$ cat src/rtl/ldpc_wb_pkg.sv
// Shared types and constants for the ldpcEncDec Wishbone initiator.
package ldpc_wb_pkg;

    // Initiator FSM states.
    typedef enum logic [1:0] {
        ST_IDLE = 2'd0,
        ST_BUS  = 2'd1,
        ST_RESP = 2'd2
    } state_t;

    // ldpcEncDec register map.
    localparam logic [31:0] LDPC_BASE = 32'h3000_0000;
    localparam int          LDPC_MM   = 'ha8;
    localparam int          LDPC_NN   = 'hd0;
    localparam int          SUM_LEN   = 32;

    // Default ack wait bound, in cycles with stb high.
    localparam int DEFAULT_TIMEOUT = 255;

endpackage

$ cat src/rtl/ldpc_wb_master_if.sv
// Wishbone classic bus between the initiator and the ldpcEncDec slave port.
interface ldpc_wb_master_if #(
    parameter int ADDR_W = 32,
    parameter int DATA_W = 32
);
    localparam int SEL_W = DATA_W / 8;

    logic              wbm_cyc_o;
    logic              wbm_stb_o;
    logic              wbm_we_o;
    logic [SEL_W-1:0]  wbm_sel_o;
    logic [ADDR_W-1:0] wbm_adr_o;
    logic [DATA_W-1:0] wbm_dat_o;
    logic              wbm_ack_i;
    logic [DATA_W-1:0] wbm_dat_i;

    // A transfer is live while cyc & stb are high; the slave answers with a
    // single-cycle ack (plus read data). adr/dat/sel/we are only meaningful
    // while cyc & stb are high.
    modport master (
        output wbm_cyc_o, wbm_stb_o, wbm_we_o, wbm_sel_o, wbm_adr_o, wbm_dat_o,
        input  wbm_ack_i, wbm_dat_i
    );

    modport slave (
        input  wbm_cyc_o, wbm_stb_o, wbm_we_o, wbm_sel_o, wbm_adr_o, wbm_dat_o,
        output wbm_ack_i, wbm_dat_i
    );

endinterface

$ cat src/rtl/ldpc_wb_master_timeout_cnt.sv
// Saturating ack-wait counter; expired fires on the cycle whose increment
// would reach TIMEOUT. TIMEOUT = 0 disables expiry.
module wb_timeout_cnt
    import ldpc_wb_pkg::*;
#(
    parameter int TIMEOUT = DEFAULT_TIMEOUT
) (
    input  logic clk,
    input  logic rst,
    input  logic clr,
    input  logic en,
    output logic expired
);
    localparam int            CW   = (TIMEOUT < 1) ? 1 : $clog2(TIMEOUT + 1);
    localparam logic [CW-1:0] LAST = CW'(TIMEOUT - 1);
    localparam logic [CW-1:0] SAT  = (TIMEOUT == 0) ? {CW{1'b1}} : CW'(TIMEOUT);

    logic [CW-1:0] cnt;

    // Count enabled cycles, holding at the saturation value.
    always_ff @(posedge clk or posedge rst) begin
        if (rst)
            cnt <= '0;
        else if (clr)
            cnt <= '0;
        else if (en && cnt != SAT)
            cnt <= cnt + 1'b1;
    end

    assign expired = (TIMEOUT != 0) && en && (cnt == LAST);

endmodule

$ cat src/rtl/ldpc_wb_master.sv
// Wishbone classic initiator: one outstanding single transfer per command,
// bounded ack wait, response held until consumed.
module ldpc_wb_master
    import ldpc_wb_pkg::*;
#(
    parameter int ADDR_W  = 32,
    parameter int DATA_W  = 32,
    parameter int TIMEOUT = DEFAULT_TIMEOUT,
    localparam int SEL_W  = DATA_W / 8
) (
    input  logic              wb_clk_i,
    input  logic              wb_rst_i,
    input  logic              cmd_valid,
    output logic              cmd_ready,
    input  logic              cmd_we,
    input  logic [ADDR_W-1:0] cmd_adr,
    input  logic [DATA_W-1:0] cmd_dat,
    input  logic [SEL_W-1:0]  cmd_sel,
    output logic              rsp_valid,
    input  logic              rsp_ready,
    output logic [DATA_W-1:0] rsp_dat,
    output logic              rsp_err,
    output logic              busy,
    output state_t            dbg_state,
    ldpc_wb_master_if.master  wb
);
    state_t            state, state_n;
    logic              tmo_clr, tmo_en, tmo_expired;
    logic              cyc_q, we_q;
    logic [SEL_W-1:0]  sel_q;
    logic [ADDR_W-1:0] adr_q;
    logic [DATA_W-1:0] dat_q;

    wb_timeout_cnt #(.TIMEOUT(TIMEOUT)) u_tmo (
        .clk     (wb_clk_i),
        .rst     (wb_rst_i),
        .clr     (tmo_clr),
        .en      (tmo_en),
        .expired (tmo_expired)
    );

    // State register.
    always_ff @(posedge wb_clk_i or posedge wb_rst_i) begin
        if (wb_rst_i) state <= ST_IDLE;
        else          state <= state_n;
    end

    // Next state, command acceptance and timeout counter control.
    always_comb begin
        state_n   = state;
        cmd_ready = (state == ST_IDLE);
        tmo_clr   = 1'b0;
        tmo_en    = 1'b0;
        case (state)
            ST_IDLE: if (cmd_valid) begin
                state_n = ST_BUS;
                tmo_clr = 1'b1;
            end
            ST_BUS: begin
                tmo_en = !wb.wbm_ack_i;
                // Ack takes priority over a simultaneous expiry.
                if (wb.wbm_ack_i || tmo_expired) state_n = ST_RESP;
            end
            ST_RESP: if (rsp_ready) state_n = ST_IDLE;
            default: state_n = ST_IDLE;
        endcase
    end

    // Registered bus controls, request registers and response buffer.
    always_ff @(posedge wb_clk_i or posedge wb_rst_i) begin
        if (wb_rst_i) begin
            cyc_q     <= 1'b0;
            we_q      <= 1'b0;
            sel_q     <= '0;
            adr_q     <= '0;
            dat_q     <= '0;
            rsp_valid <= 1'b0;
            rsp_dat   <= '0;
            rsp_err   <= 1'b0;
            busy      <= 1'b0;
        end else begin
            cyc_q     <= (state_n == ST_BUS);
            rsp_valid <= (state_n == ST_RESP);
            busy      <= (state_n != ST_IDLE);
            if (state == ST_IDLE && cmd_valid) begin
                we_q  <= cmd_we;
                sel_q <= cmd_sel;
                adr_q <= cmd_adr;
                dat_q <= cmd_dat;
            end
            if (state == ST_BUS) begin
                if (wb.wbm_ack_i) begin
                    rsp_dat <= we_q ? '0 : wb.wbm_dat_i;
                    rsp_err <= 1'b0;
                end else if (tmo_expired) begin
                    rsp_dat <= '0;
                    rsp_err <= 1'b1;
                end
            end
        end
    end

    assign wb.wbm_cyc_o = cyc_q;
    assign wb.wbm_stb_o = cyc_q;
    assign wb.wbm_we_o  = we_q;
    assign wb.wbm_sel_o = sel_q;
    assign wb.wbm_adr_o = adr_q;
    assign wb.wbm_dat_o = dat_q;
    assign dbg_state    = state;

endmodule

$ cat src/flat_wrapper.sv
// flat-port wrapper written by rule: the top's interface ports become plain ports
module ldpc_wb_master_flat import ldpc_wb_pkg::*;
#(
    parameter int ADDR_W  = 32,
    parameter int DATA_W  = 32,
    parameter int TIMEOUT = DEFAULT_TIMEOUT,
    localparam int SEL_W  = DATA_W / 8
)
  (wb_clk_i, wb_rst_i, cmd_valid, cmd_ready, cmd_we, cmd_adr, cmd_dat, cmd_sel, rsp_valid, rsp_ready, rsp_dat, rsp_err, busy, dbg_state, wb_wbm_cyc_o, wb_wbm_stb_o, wb_wbm_we_o, wb_wbm_sel_o, wb_wbm_adr_o, wb_wbm_dat_o, wb_wbm_ack_i, wb_wbm_dat_i);
  ldpc_wb_master_if #(.ADDR_W(ADDR_W), .DATA_W(DATA_W)) wb_i ();
  input  logic wb_clk_i;
  input  logic wb_rst_i;
  input  logic cmd_valid;
  output logic cmd_ready;
  input  logic cmd_we;
  input  logic [ADDR_W-1:0] cmd_adr;
  input  logic [DATA_W-1:0] cmd_dat;
  input  logic [SEL_W-1:0] cmd_sel;
  output logic rsp_valid;
  input  logic rsp_ready;
  output logic [DATA_W-1:0] rsp_dat;
  output logic rsp_err;
  output logic busy;
  output state_t dbg_state;
  output wire logic [$bits(wb_i.wbm_cyc_o)-1:0] wb_wbm_cyc_o;
  output wire logic [$bits(wb_i.wbm_stb_o)-1:0] wb_wbm_stb_o;
  output wire logic [$bits(wb_i.wbm_we_o)-1:0] wb_wbm_we_o;
  output wire logic [$bits(wb_i.wbm_sel_o)-1:0] wb_wbm_sel_o;
  output wire logic [$bits(wb_i.wbm_adr_o)-1:0] wb_wbm_adr_o;
  output wire logic [$bits(wb_i.wbm_dat_o)-1:0] wb_wbm_dat_o;
  input wire logic [$bits(wb_i.wbm_ack_i)-1:0] wb_wbm_ack_i;
  input wire logic [$bits(wb_i.wbm_dat_i)-1:0] wb_wbm_dat_i;
  assign wb_wbm_cyc_o = wb_i.wbm_cyc_o;
  assign wb_wbm_stb_o = wb_i.wbm_stb_o;
  assign wb_wbm_we_o = wb_i.wbm_we_o;
  assign wb_wbm_sel_o = wb_i.wbm_sel_o;
  assign wb_wbm_adr_o = wb_i.wbm_adr_o;
  assign wb_wbm_dat_o = wb_i.wbm_dat_o;
  assign wb_i.wbm_ack_i = wb_wbm_ack_i;
  assign wb_i.wbm_dat_i = wb_wbm_dat_i;
  ldpc_wb_master #(.ADDR_W(ADDR_W), .DATA_W(DATA_W), .TIMEOUT(TIMEOUT)) u_core (.wb_clk_i(wb_clk_i), .wb_rst_i(wb_rst_i), .cmd_valid(cmd_valid), .cmd_ready(cmd_ready), .cmd_we(cmd_we), .cmd_adr(cmd_adr), .cmd_dat(cmd_dat), .cmd_sel(cmd_sel), .rsp_valid(rsp_valid), .rsp_ready(rsp_ready), .rsp_dat(rsp_dat), .rsp_err(rsp_err), .busy(busy), .dbg_state(dbg_state), .wb(wb_i));
endmodule
$ cat config.mk
export PLATFORM = sky130hd
export DESIGN_NAME = ldpc_wb_master_flat
export DESIGN_NICKNAME = d
export VERILOG_FILES = /design/src/rtl/ldpc_wb_pkg.sv /design/src/rtl/ldpc_wb_master_if.sv /design/src/rtl/ldpc_wb_master_timeout_cnt.sv /design/src/rtl/ldpc_wb_master.sv /design/src/flat_wrapper.sv
export SDC_FILE = /design/constraint.sdc
export NUM_CORES = 1
export LEC_CHECK = 0
export CAP_MARGIN = 20
export CORE_MARGIN = 2
export CORE_UTILIZATION = 47
export CTS_BUF_LIST = sky130_fd_sc_hd__clkbuf_4 sky130_fd_sc_hd__clkbuf_8
export DETAILED_ROUTE_END_ITERATION = 16
export GPL_TIMING_DRIVEN = 0
export PLACE_DENSITY = 0.88
export SLEW_MARGIN = 20
export SYNTH_ARGS = -nofsm -noshare
export SYNTH_HDL_FRONTEND = slang
export SYNTH_SLANG_ARGS = --single-unit
export TNS_END_PERCENT = 5
$ cat constraint.sdc
create_clock -name wb_clk_i -period 6.28 [get_ports wb_clk_i]
set_input_delay 1.256 -clock wb_clk_i [delete_from_list [all_inputs] [get_ports wb_clk_i]]
set_output_delay 1.256 -clock wb_clk_i [all_outputs]
set_load 0.02 [all_outputs]
==> flow_summary.toml <==
[cts]
cts_tree = "built"
clock_latency_ps = 420
h-tree-depth = 4
cts_hold_buf = 0
post-cts-setup-buffers = 0
cts_resized = 0
numCtsBuffers = 17
clock-root-buffer = "clkbuf_8"
clk_pin_slew_ps = 70
cts_sinks = 115
cts_max_path_buffers = 2

[logic_synthesis]
synthFlopType = "dfrtp_1"
syn-cell-area_mm2 = 0.00483
synth_top_area_share_pct = 59.6
seq_area_frac_synth_pct = 59.6
ys_types = 34
syn_inst = 328
ys_seq_elements = 115
async_flop_share_pct = 100
yosys-top-cells-area = "dfrtp_1 60%, mux2_2 11%, mux2_4 7.1%, a221o_1 6.6%, and2_1 4.3%"
syn-num-nets = 436
synth_top_cell_by_area = "dfrtp_1"
syn_area_per_cell_um2 = 14.7
ys_warn_count = 0
synth_enable_flop_cells = 0

[drt]
vias = 3702
drtIter0Drc = 229
ant_nets = 0
post_drt_wl_per_cell_um = 18.4
avgViaCountPerCell = 5.21
firstDrtPassIters = 4
drc_errors = 0
routed_wl_um = 13100

[power_and_ir_drop]
power_frac_seq_pct = 32.0
peakVddDrop_mv = 0.331
netSwitchingFraction_pct = 35.4
switching_power_mw = 1.47
power.clock.fraction_pct = 18.0
combPwrFrac_pct = 50.1
powerDensity_mw_per_mm2 = 545
p_leak_nw = 3.19
p_int_mw = 2.68

[worst_setup_path]
cp_slowest_cell = "clkdlybuf4s50_1"
crit_start = "u_core.dbg_state[1]$_DFF_PP0_"
cp_cell_sequence = "nor2_1, clkdlybuf4s50_1"
crit_path_end_kind = "output port"
path_max_fanout = 9
cp_slowest_stage_delay_ps = 630
crit_type = "reg -> out"
reg2reg_from = "u_core.dbg_state[1]$_DFF_PP0_"
crit_path_end = "cmd_ready"
rr_endpoint = "u_core.wb.wbm_dat_o[29]$_DFFE_PP0P_"
rr_worst_depth = 5
worst_setup_path_start_kind = "register"
r2r_slack_ps = 4470
worstPathRequired_ps = 5020
arrival_ps = 1690

[timing]
fin_setup_tns_ps = 0
max_slew.worst_pin.slew_ps = 529
fmax_mhz = 340
period_needed_ps = 2940
finalMaxSlewViolations = 0
skew_ps = 8.12
setup_viol = 0
hold_violations = 0
relSlewSlack_pct = 64.7
fin_crit_sh_pct = 46.9
rsz0062_at_grt = "false"

[die]
core-area_mm2 = 0.0101
die_x_um = 105
initial_core_util_pct = 47.7
rows = 37
die-area_mm2 = 0.0111
fp.dieH_um = 105
io_pins = 215

[status]
status = "finished, final reports clean"

[job]
maxCapViolCount = 0

[global_route]
grt_usage_pct = 24.4
overflow = 0
grt_pass1_wl_um = 21000
grt_max_degree = 59
grt_pass1_vias = 4099
antenna_found_initial = 0

[placed_design]
portBuffers = 214
dpl.cell_count = 679
hpwl_um = 9460
place.gp.congestion = 0.818

[finish]
diodes = 0
final_common_cell = "clkdlybuf4s50_1"
finalNonFillerCells = 710
nets = 670
drive_gt1_share_pct = 21.8
seqCellArea_mm2 = 0.00288
multi_input_area_mm2 = 0.00178
mostFrequentLayoutCells = "214 x clkdlybuf4s50_1, 115 x dfrtp_1, 46 x mux2_2"
syn2layout_area_growth_pct = 57.4
fillers = 649

[hold_path]
hp-class = "reg -> reg"
[sequential cells by signal, summed over array words and instances, names as in the netlist]
name / count
u_core.wb.wbm_sel_o: 4
u_core.wb.wbm_dat_o: 32
u_core.rsp_dat: 32
u_core.wb.wbm_we_o: 1
u_core.wb.wbm_adr_o: 32
u_core.wb.wbm_cyc_o: 1
u_core.dbg_state: 2
u_core.u_tmo.cnt: 8
u_core.rsp_err: 1
u_core.rsp_valid: 1
u_core.busy: 1
[routing by layer]
layer | up-vias | track usage (%) | part of all wire (%)
li1 | 1672 | - | -
met1 | 1848 | 28.2 | 39
met2 | 154 | 41.8 | 51
met3 | 28 | 8.97 | 7.0
met4 | 0 | 8.38 | 2.1
met5 | - | 0 | 0
[how the worst min path moves through the flow]
| stage | slack (ps) | depth (start not counted) | end | startpoint |
|---|---|---|---|---|
| 2_1_floorplan | 460 | 1 | u_core.u_tmo.cnt[7]$_DFFE_PP0P_ | u_core.u_tmo.cnt[7]$_DFFE_PP0P_ |
| 3_3_place_gp | 480 | 1 | u_core.u_tmo.cnt[7]$_DFFE_PP0P_ | u_core.u_tmo.cnt[7]$_DFFE_PP0P_ |
| 3_5_place_dp | 490 | 1 | u_core.wb.wbm_dat_o[6]$_DFFE_PP0P_ | u_core.wb.wbm_dat_o[6]$_DFFE_PP0P_ |
| 4_1_cts | 500 | 1 | u_core.u_tmo.cnt[7]$_DFFE_PP0P_ | u_core.u_tmo.cnt[7]$_DFFE_PP0P_ |
| 5_1_grt | 520 | 1 | u_core.wb.wbm_adr_o[9]$_DFFE_PP0P_ | u_core.wb.wbm_adr_o[9]$_DFFE_PP0P_ |
| 6_report | 500 | 1 | u_core.u_tmo.cnt[7]$_DFFE_PP0P_ | u_core.u_tmo.cnt[7]$_DFFE_PP0P_ |
[critical path: cells and delay by family (launching register included)]
family        cells  cell delay [ps]
buf+inv           1              630
flops             1              470
simple gates      1              160
[power groups by stage]
| stage | sequential (mW) | clock (mW) | combinational (mW) |
|---|---|---|---|
| after floorplan | 1.72 | 0 | 0.709 |
| after global placement | 1.30 | 0 | 2.03 |
| after detailed placement | 1.33 | 0 | 2.08 |
| after CTS | 1.32 | 0.761 | 2.10 |
| after global routing | 1.37 | 0.793 | 2.19 |
| final | 1.33 | 0.744 | 2.08 |
[synthesized netlist by cell type, types with 3 or more instances]
cell	number
a211oi_1	3
a221o_1	32
buf_2	11
mux2i_1	4
mux2_2	46
buf_6	8
mux2_4	23
inv_1	4
o21ai_0	5
nand2_1	9
clkbuf_1	3
and2_1	33
nor2_1	3
dfrtp_1	115
[metrics by stage]
stage	total power [mW]	instance area [um^2]	utilization (%)	worst slack (ps)	hold slack, ps
2_1_floorplan	2.43	4830	-	1980	456
3_3_place_gp	3.33	7140	70.5	464	478
3_5_place_dp	3.41	7180	70.8	3180	493
4_1_cts	4.18	7600	75.0	3310	501
5_1_grt	4.35	7600	75.0	3260	524
6_report	4.15	7600	75.0	3340	498
[cell type report]
cell class	count	share of cell area, %
Sequential cell	115	37.8
Clock buffer	21	3.55
Buffer	23	2.16
Inverter	4	0.263
Tap cell	136	2.24
Clock inverter	10	2.07
Multi-Input combinational cell	186	23.3
Timing Repair Buffer	215	28.5
[cell families after synthesis]
| kind of cell | count (synthesis) | share of synthesized area [%] |
|---|---|---|
| AOI/OAI and AO/OA | 49 | 9.66 |
| DFF | 115 | 59.6 |
| adders and majority gates | 2 | 0.518 |
| buffers and inverters | 27 | 3.70 |
| muxes | 73 | 18.7 |
| and+or+nand+nor | 62 | 7.87 |
Power figures use the tool's default switching activity.
